===== src/rtl/pipeline_pkg.sv =====
// pipeline_pkg: shared widths, ALU op codes and forward-select codes for the RV32I pipeline
package pipeline_pkg;
  localparam int XLEN = 32;
  localparam int REG_ADDR_W = 5;
  localparam logic [2:0] ALU_ADD = 3'b000;
  localparam logic [2:0] ALU_SUB = 3'b001;
  localparam logic [2:0] ALU_AND = 3'b010;
  localparam logic [2:0] ALU_OR  = 3'b011;
  localparam logic [2:0] ALU_SLT = 3'b101;
  localparam logic [1:0] FWD_RF  = 2'b00;
  localparam logic [1:0] FWD_WB  = 2'b01;
  localparam logic [1:0] FWD_MEM = 2'b10;
endpackage


===== src/rtl/alu.sv =====
// alu: combinational add/sub/and/or/slt with a zero flag; unused op codes yield 0
module alu import pipeline_pkg::*; #(
  parameter int XLEN = pipeline_pkg::XLEN
) (
  input  logic [XLEN-1:0] SrcA,
  input  logic [XLEN-1:0] SrcB,
  input  logic [2:0]      ALUControl,
  output logic [XLEN-1:0] Result,
  output logic            Zero
);
  // operation select; arithmetic wraps naturally at XLEN bits
  always_comb begin
    Result = ALUControl == ALU_ADD ? SrcA + SrcB :
             ALUControl == ALU_SUB ? SrcA - SrcB :
             ALUControl == ALU_AND ? SrcA & SrcB :
             ALUControl == ALU_OR  ? SrcA | SrcB :
             ALUControl == ALU_SLT ? {{(XLEN-1){1'b0}}, $signed(SrcA) < $signed(SrcB)} :
             '0;
  end
  assign Zero = Result == '0;
endmodule


===== src/rtl/execute_cycle.sv =====
// execute_cycle: RV32I execute stage with forwarding (EXEC_FORWARDING_EN), ALU, beq resolution and E/M register
module execute_cycle import pipeline_pkg::*; #(
  parameter int XLEN = pipeline_pkg::XLEN,
  parameter int REG_ADDR_W = pipeline_pkg::REG_ADDR_W
) (
  input  logic                  clk,
  input  logic                  rst,
  input  logic                  RegWriteE,
  input  logic                  ALUSrcE,
  input  logic                  MemWriteE,
  input  logic                  ResultSrcE,
  input  logic                  BranchE,
  input  logic                  ValidE,
  input  logic [2:0]            ALUControlE,
  input  logic [XLEN-1:0]       RD1_E,
  input  logic [XLEN-1:0]       RD2_E,
  input  logic [XLEN-1:0]       Imm_Ext_E,
  input  logic [REG_ADDR_W-1:0] RD_E,
  input  logic [XLEN-1:0]       PCE,
  input  logic [XLEN-1:0]       PCPlus4E,
  input  logic [1:0]            ForwardA_E,
  input  logic [1:0]            ForwardB_E,
  input  logic [XLEN-1:0]       ResultW,
  input  logic                  StallM,
  input  logic                  FlushM,
  output logic                  PCSrcE,
  output logic [XLEN-1:0]       PCTargetE,
  output logic                  RegWriteM,
  output logic                  MemWriteM,
  output logic                  ResultSrcM,
  output logic                  ValidM,
  output logic [REG_ADDR_W-1:0] RD_M,
  output logic [XLEN-1:0]       PCPlus4M,
  output logic [XLEN-1:0]       WriteDataM,
  output logic [XLEN-1:0]       ALU_ResultM
);
  logic [XLEN-1:0] fwd_a, fwd_b, src_b, alu_result;
  logic            zero;
`ifdef EXEC_FORWARDING_EN
  assign fwd_a = ForwardA_E == FWD_WB ? ResultW : ForwardA_E == FWD_MEM ? ALU_ResultM : RD1_E;
  assign fwd_b = ForwardB_E == FWD_WB ? ResultW : ForwardB_E == FWD_MEM ? ALU_ResultM : RD2_E;
`else
  logic fwd_unused;
  assign fwd_unused = ^{ForwardA_E, ForwardB_E, ResultW};
  assign fwd_a = RD1_E;
  assign fwd_b = RD2_E;
`endif
  assign src_b = ALUSrcE ? Imm_Ext_E : fwd_b;
  alu #(.XLEN(XLEN)) u_alu (
    .SrcA(fwd_a),
    .SrcB(src_b),
    .ALUControl(ALUControlE),
    .Result(alu_result),
    .Zero(zero)
  );
  assign PCSrcE = BranchE & zero & ValidE;
  assign PCTargetE = PCE + Imm_Ext_E;
  // E/M register: reset and flush clear everything, stall holds, otherwise load
  always_ff @(posedge clk) begin
    if (rst || FlushM) begin
      RegWriteM   <= 1'b0;
      MemWriteM   <= 1'b0;
      ResultSrcM  <= 1'b0;
      ValidM      <= 1'b0;
      RD_M        <= '0;
      PCPlus4M    <= '0;
      WriteDataM  <= '0;
      ALU_ResultM <= '0;
    end else if (!StallM) begin
      RegWriteM   <= RegWriteE & ValidE;
      MemWriteM   <= MemWriteE & ValidE;
      ResultSrcM  <= ResultSrcE;
      ValidM      <= ValidE;
      RD_M        <= RD_E;
      PCPlus4M    <= PCPlus4E;
      WriteDataM  <= fwd_b;
      ALU_ResultM <= alu_result;
    end
  end
endmodule

===== config.mk =====
export PLATFORM = sky130hd
export DESIGN_NAME = execute_cycle
export DESIGN_NICKNAME = d
export VERILOG_FILES = /design/src/rtl/pipeline_pkg.sv /design/src/rtl/alu.sv /design/src/rtl/execute_cycle.sv
export SDC_FILE = /design/constraint.sdc
export NUM_CORES = 1
export LEC_CHECK = 0
export BUFFER_PORTS_ARGS = -buffer_cell sky130_fd_sc_hd__buf_2
export CORE_MARGIN = 1.5
export CORE_UTILIZATION = 30
export CTS_CLUSTER_DIAMETER = 200
export DETAILED_ROUTE_END_ITERATION = 12
export PLACE_DENSITY = 0.64
export REMOVE_ABC_BUFFERS = 1
export SLEW_MARGIN = 15
export SYNTH_ARGS = -nofsm -noshare
export SYNTH_HDL_FRONTEND = slang
export SYNTH_SLANG_ARGS = --single-unit

===== constraint.sdc =====
create_clock -name clk -period 8.8 [get_ports clk]
set_input_delay 0.88 -clock clk [delete_from_list [all_inputs] [get_ports clk]]
set_output_delay 0.88 -clock clk [all_outputs]
set_load 0.1 [all_outputs]

* Word level (Yosys, flattened, before mapping)
Index checks and enable logic that the tools add are counted.
** Storage, ports and cells
- Bits in registers :: 105
- Output and inout port bits :: 138
- Word-level logic and storage cells :: 31
- Input bits :: 214
** Operators by class
- Reduce and logical (&&, ||, !) cells :: 3
- Equal/unequal tests :: 4
- Add/subtract/negate cells :: 3
- Bitwise operators :: 6
- Magnitude comparators :: 1
- Multiplexer cells :: 6
** Operator list (number)
- $mux 32 :: 5
- $add 32x32->32 :: 2
- $and 32x32->32 :: 1
- $logic_not 32->1 :: 1
- $lt 32x32->1 :: 1
- $or 32x32->32 :: 1
- $sub 32x32->32 :: 1
- $eq 3x2->1 const B :: 2
- $and 1x1->1 :: 4
- $eq 3x1->1 const B :: 1
- $eq 3x3->1 const B :: 1
- $logic_not 3->1 :: 1
- $logic_or 1x1->1 :: 1
- $mux 1 :: 1

* Longest topological paths before layout
- Depth after elaboration :: 10
- Gate-level depth with buffers :: 19
- Depth with buffers taken out :: 17

* By module
From an unflattened synthesis, not the netlist that was laid out.
** Second synthesis, totals
- Cells, all modules :: 1438
- Area total of the unflattened synthesis :: 11121.9 µm²
** By module, submodules not included
- execute_cycle :: area an instance 5748.0 µm², instances 1, sequential area each 2102.0 µm², cells each 614
- alu :: area an instance 5373.9 µm², instances 1, sequential area each 0.0 µm², cells each 824

* Least setup slack after synthesis
Ideal clock, no wire load.
- Path type :: input -> output
- Start point :: input port ALUSrcE
- End point :: output port PCSrcE
- Buffers on the path :: 2
- Path slack :: 1874 ps
- Stages :: 18
- Arrival time :: 6046 ps
- Data required time :: 7920 ps
- Cells stage by stage :: clkbuf_1 > buf_1 > mux2i_1 > inv_1 > ha_1 > fa_1 > or2_4 > a221oi_4 > o41ai_2 > o41ai_1 > a21oi_1 > xnor2_1 > a221oi_2 > nand4_1 > or4_1 > nor3_1 > nand4_1 > nor3_2
** Between the ends
- Longest elaborated chain between the ends :: 10
- Elaborated cells on any way between the ends :: 14
- Classes of those cells :: add/sub (2); order compare (1); mux (6); bitwise (4); reduce/logical (1)
** RTL lines
- from (decl) :: line execute_cycle.sv:9 : input logic ALUSrcE,
- $mux 32 (*) :: line execute_cycle.sv:48 : assign src_b = ALUSrcE ? Imm_Ext_E : fwd_b;
- $lt 32x32->1 :: line alu.sv:17 : ALUControl == ALU_SLT ? {{(XLEN-1){1'b0}}, $signed(SrcA) < $signed(SrcB)} :
- $mux 1 :: line alu.sv:17
- $mux 32 :: line alu.sv:16 : ALUControl == ALU_OR ? SrcA | SrcB :
- $mux 32 :: line alu.sv:15 : ALUControl == ALU_AND ? SrcA & SrcB :
- $mux 32 :: line alu.sv:14 : ALUControl == ALU_SUB ? SrcA - SrcB :
- $mux 32 (*) :: line alu.sv:13 : Result = ALUControl == ALU_ADD ? SrcA + SrcB :
- $logic_not 32->1 (*) :: line alu.sv:20 : assign Zero = Result == '0;
- $and 1x1->1 (*) (2 in series) :: line execute_cycle.sv:56 : assign PCSrcE = BranchE & zero & ValidE;
- to (decl) :: line execute_cycle.sv:26 : output logic PCSrcE,
Every way passes the cells marked *; elsewhere a longest branch is shown, timed or not.

* Worst setup path after layout
Ends and elaborated chain as after synthesis.

==> out/results.txt <==
final clock period utilization by the worst path -> 80.0%
MaxCap Viol Count -> 0
Slew Limit Fails -> 0
Finished Layout Cells -> 2111
GRT overflow -> 0
antenna violations before repair -> 6
CTS tree -> yes
most common cell after layout, fill and taps aside -> buf_2
Routed WL per cell -> 17.0 um
met1 usage -> 25.8%
Synth Flop Type -> dfxtp_1
CTS root buf -> clkbuf_16
setup bufs post-CTS -> 0
Clock Latency Late Sink -> 370 ps
share of cells above drive strength 1 -> 22.4%
Avg Inst Size Synth -> 7.74 sq um
Net count, final -> 1991
Initial Util -> 30.6%
Total GRT Usage -> 19.1%
first-pass GRT wire length -> 55.1 mm
Crit. End Element -> primary output
Setup crit start -> ALUSrcE
Async S/R FF share, synth -> 0%
r2r setup slk -> 8120 ps
number of synthesized register bits -> 105
minimum clock period -> 7040 ps
first-pass detailed-route iteration total -> 5
htree depth -> 3
drc violations -> 0
largest net degree at the start of global routing -> 77
Highest Clock Rate -> 0.142 GHz
die area -> 0.0366 sq mm
vias -> 10.9k
I/O pins -> 352
Max-slew headroom -> 29.0%
crit path max fanout -> 17
Mapped Area -> 0.0106 sq mm
pin slew with the least headroom to its limit -> 1060 ps
Synth cell types -> 78
Layout area overhead -> 21.6%
Via density -> 5.14
final setup TNS -> 0 ps
CTS resizes -> 0
# rows -> 68
busiest grt layer -> met2
Worst R2R Start -> RegWriteM
Sinks on Clock Net -> 105
Clock Skew -> 0 ps
M2 GR Usage -> 30.8%
Hold Path Class -> register to register
Lkg Pwr -> 0.00643 uW
Routed Antenna Nets -> 0
Arrival @ worst endpoint -> 6160 ps
CORE AREA -> 0.0347 sq mm
worst hold slack -> 459 ps
Die Wd -> 191 um
placed insts -> 2091
TritonCTS Buffers -> 9
CTS clk-pin slew, worst paths -> 80 ps
Cell Pwr Density -> 156 mW/mm^2
HPWL Detailed -> 29.2 mm
Post-Route WL -> 35.9 mm
worst vdd ir -> 0.123 mV
Initial DRC Count -> 763
CP required -> 7920 ps
run status -> finished clean
EDFF count, synth -> 0
endpoints failing setup -> 0
port bufs -> 315
Ys Warns -> 0
critical path type -> input port to primary output
vias in the first global route -> 10.3k
RSZ-0062 raised after global routing -> false
post-synthesis cell count -> 1373
clk buf depth -> 2
HP Start -> ALU_ResultM[28]
register area share after synthesis -> 19.8%
commonest cells after routing, fill and taps aside -> buf_2 (314), nor2_1 (185), ha_1 (127)
die height -> 191 um
GP Congestion -> 0.892
Final Hold Viols -> 0
Setup crit start kind -> input port
Hold Buf Count CTS -> 0
met3 Track Usage GR -> 2.61%
==> sequential cells by signal, indices dropped and copies added (netlist names) <==
register	flops
MemWriteM	1
ALU_ResultM	32
PCPlus4M	32
RegWriteM	1
WriteDataM	32
ValidM	1
RD_M	5
ResultSrcM	1
==> power by group <==
part           switching, uW  internal, uW
Sequential              7.27           490
Clock                    229           205
Combinational            769           315
==> worst max-delay path, stage by stage <==
cell	delay [ps]
buf_2	520
buf_4	430
mux2i_1	480
inv_1	100
ha_1	420
a2111oi_0	430
o21ai_1	170
nand3_1	180
a31oi_1	250
a311oi_1	540
xnor2_1	180
o22ai_1	90
a31oi_1	330
nand4_1	140
nor3_1	210
nand4_1	140
nor3_2	190
buf_2	460
==> final timing paths <==
kind,to,cells after the start
min,ALU_ResultM[28],2
max,PCSrcE,18
min reg2reg,ALU_ResultM[28],2
max reg2reg,RegWriteM,2
==> cell usage after synthesis, types with 5 or more instances <==
| cell type | n | area [sq um] |
|---|---|---|
| a21oi_1 | 115 | 576 |
| mux2i_1 | 119 | 1190 |
| o21ai_0 | 49 | 245 |
| nor3b_1 | 5 | 37.5 |
| a211o_1 | 5 | 43.8 |
| buf_1 | 17 | 63.8 |
| buf_2 | 5 | 25.0 |
| nand4_1 | 11 | 68.8 |
| o21ai_1 | 6 | 30.0 |
| nor2b_1 | 30 | 188 |
| a211oi_1 | 7 | 52.6 |
| nor4_1 | 12 | 75.1 |
| o221ai_1 | 6 | 52.6 |
| inv_1 | 118 | 443 |
| a311oi_1 | 9 | 78.8 |
| clkbuf_1 | 39 | 146 |
| a22oi_1 | 6 | 45.0 |
| dfxtp_1 | 105 | 2100 |
| o22a_1 | 8 | 70.1 |
| o21a_1 | 10 | 75.1 |
| xor2_1 | 24 | 210 |
| o21bai_1 | 13 | 97.6 |
| a21o_1 | 27 | 203 |
| nor3_1 | 19 | 95.1 |
| nand2b_1 | 19 | 119 |
| o22ai_1 | 11 | 68.8 |
| nand3_1 | 25 | 125 |
| o211ai_1 | 12 | 90.1 |
| a31oi_1 | 12 | 75.1 |
| ha_1 | 127 | 1590 |
| or3_1 | 11 | 68.8 |
| xnor2_1 | 47 | 412 |
| nor2_1 | 185 | 694 |
| nand2_1 | 75 | 282 |
| o31ai_1 | 5 | 37.5 |
==> through the flow <==
step | cell area, sq um | total power (uW) | setup WS, ps | utilization (%)
floorplan | 10400 | 1330 | 2610 | -
global placement | 12600 | 1570 | 1820 | 36.3
detailed placement | 12600 | 1580 | 1850 | 36.3
CTS | 12900 | 2030 | 1810 | 37.2
global route | 12900 | 2130 | 1290 | 37.2
finish | 12900 | 2020 | 1760 | 37.2
==> cell type report <==
cell class | instances | area, sq um
Tap cell | 455 | 569
Clock inverter | 7 | 75.1
Multi-Input combinational cell | 1086 | 7840
Inverter | 121 | 454
Fill cell | 3698 | 21800
Sequential cell | 105 | 2100
Clock buffer | 9 | 225
Timing Repair Buffer | 324 | 1650
Antenna cell | 4 | 10.0
==> metal layers <==
| layer | up-vias | wire, um |
|---|---|---|
| met5 | - | 23 |
| met4 | 4 | 922 |
| met3 | 58 | 1960 |
| met2 | 344 | 16700 |
| met1 | 5029 | 16400 |
| li1 | 5422 | - |
==> logic make-up (layout without fill, tap and decap cells) <==
kind of cell | count (synthesis) | in the layout | share of synthesized area, %
buffers and inverters | 182 | 461 | 6.49
other | 0 | 4 | 0
DFF | 105 | 105 | 19.8
AOI/OAI and AO/OA | 342 | 342 | 21.9
and+or+nand+nor | 421 | 421 | 18.7
adders and majority gates | 130 | 130 | 15.5
xor gates and xnor gates | 71 | 71 | 5.85
muxes | 122 | 122 | 11.8
Power figures use the tool's default switching activity.
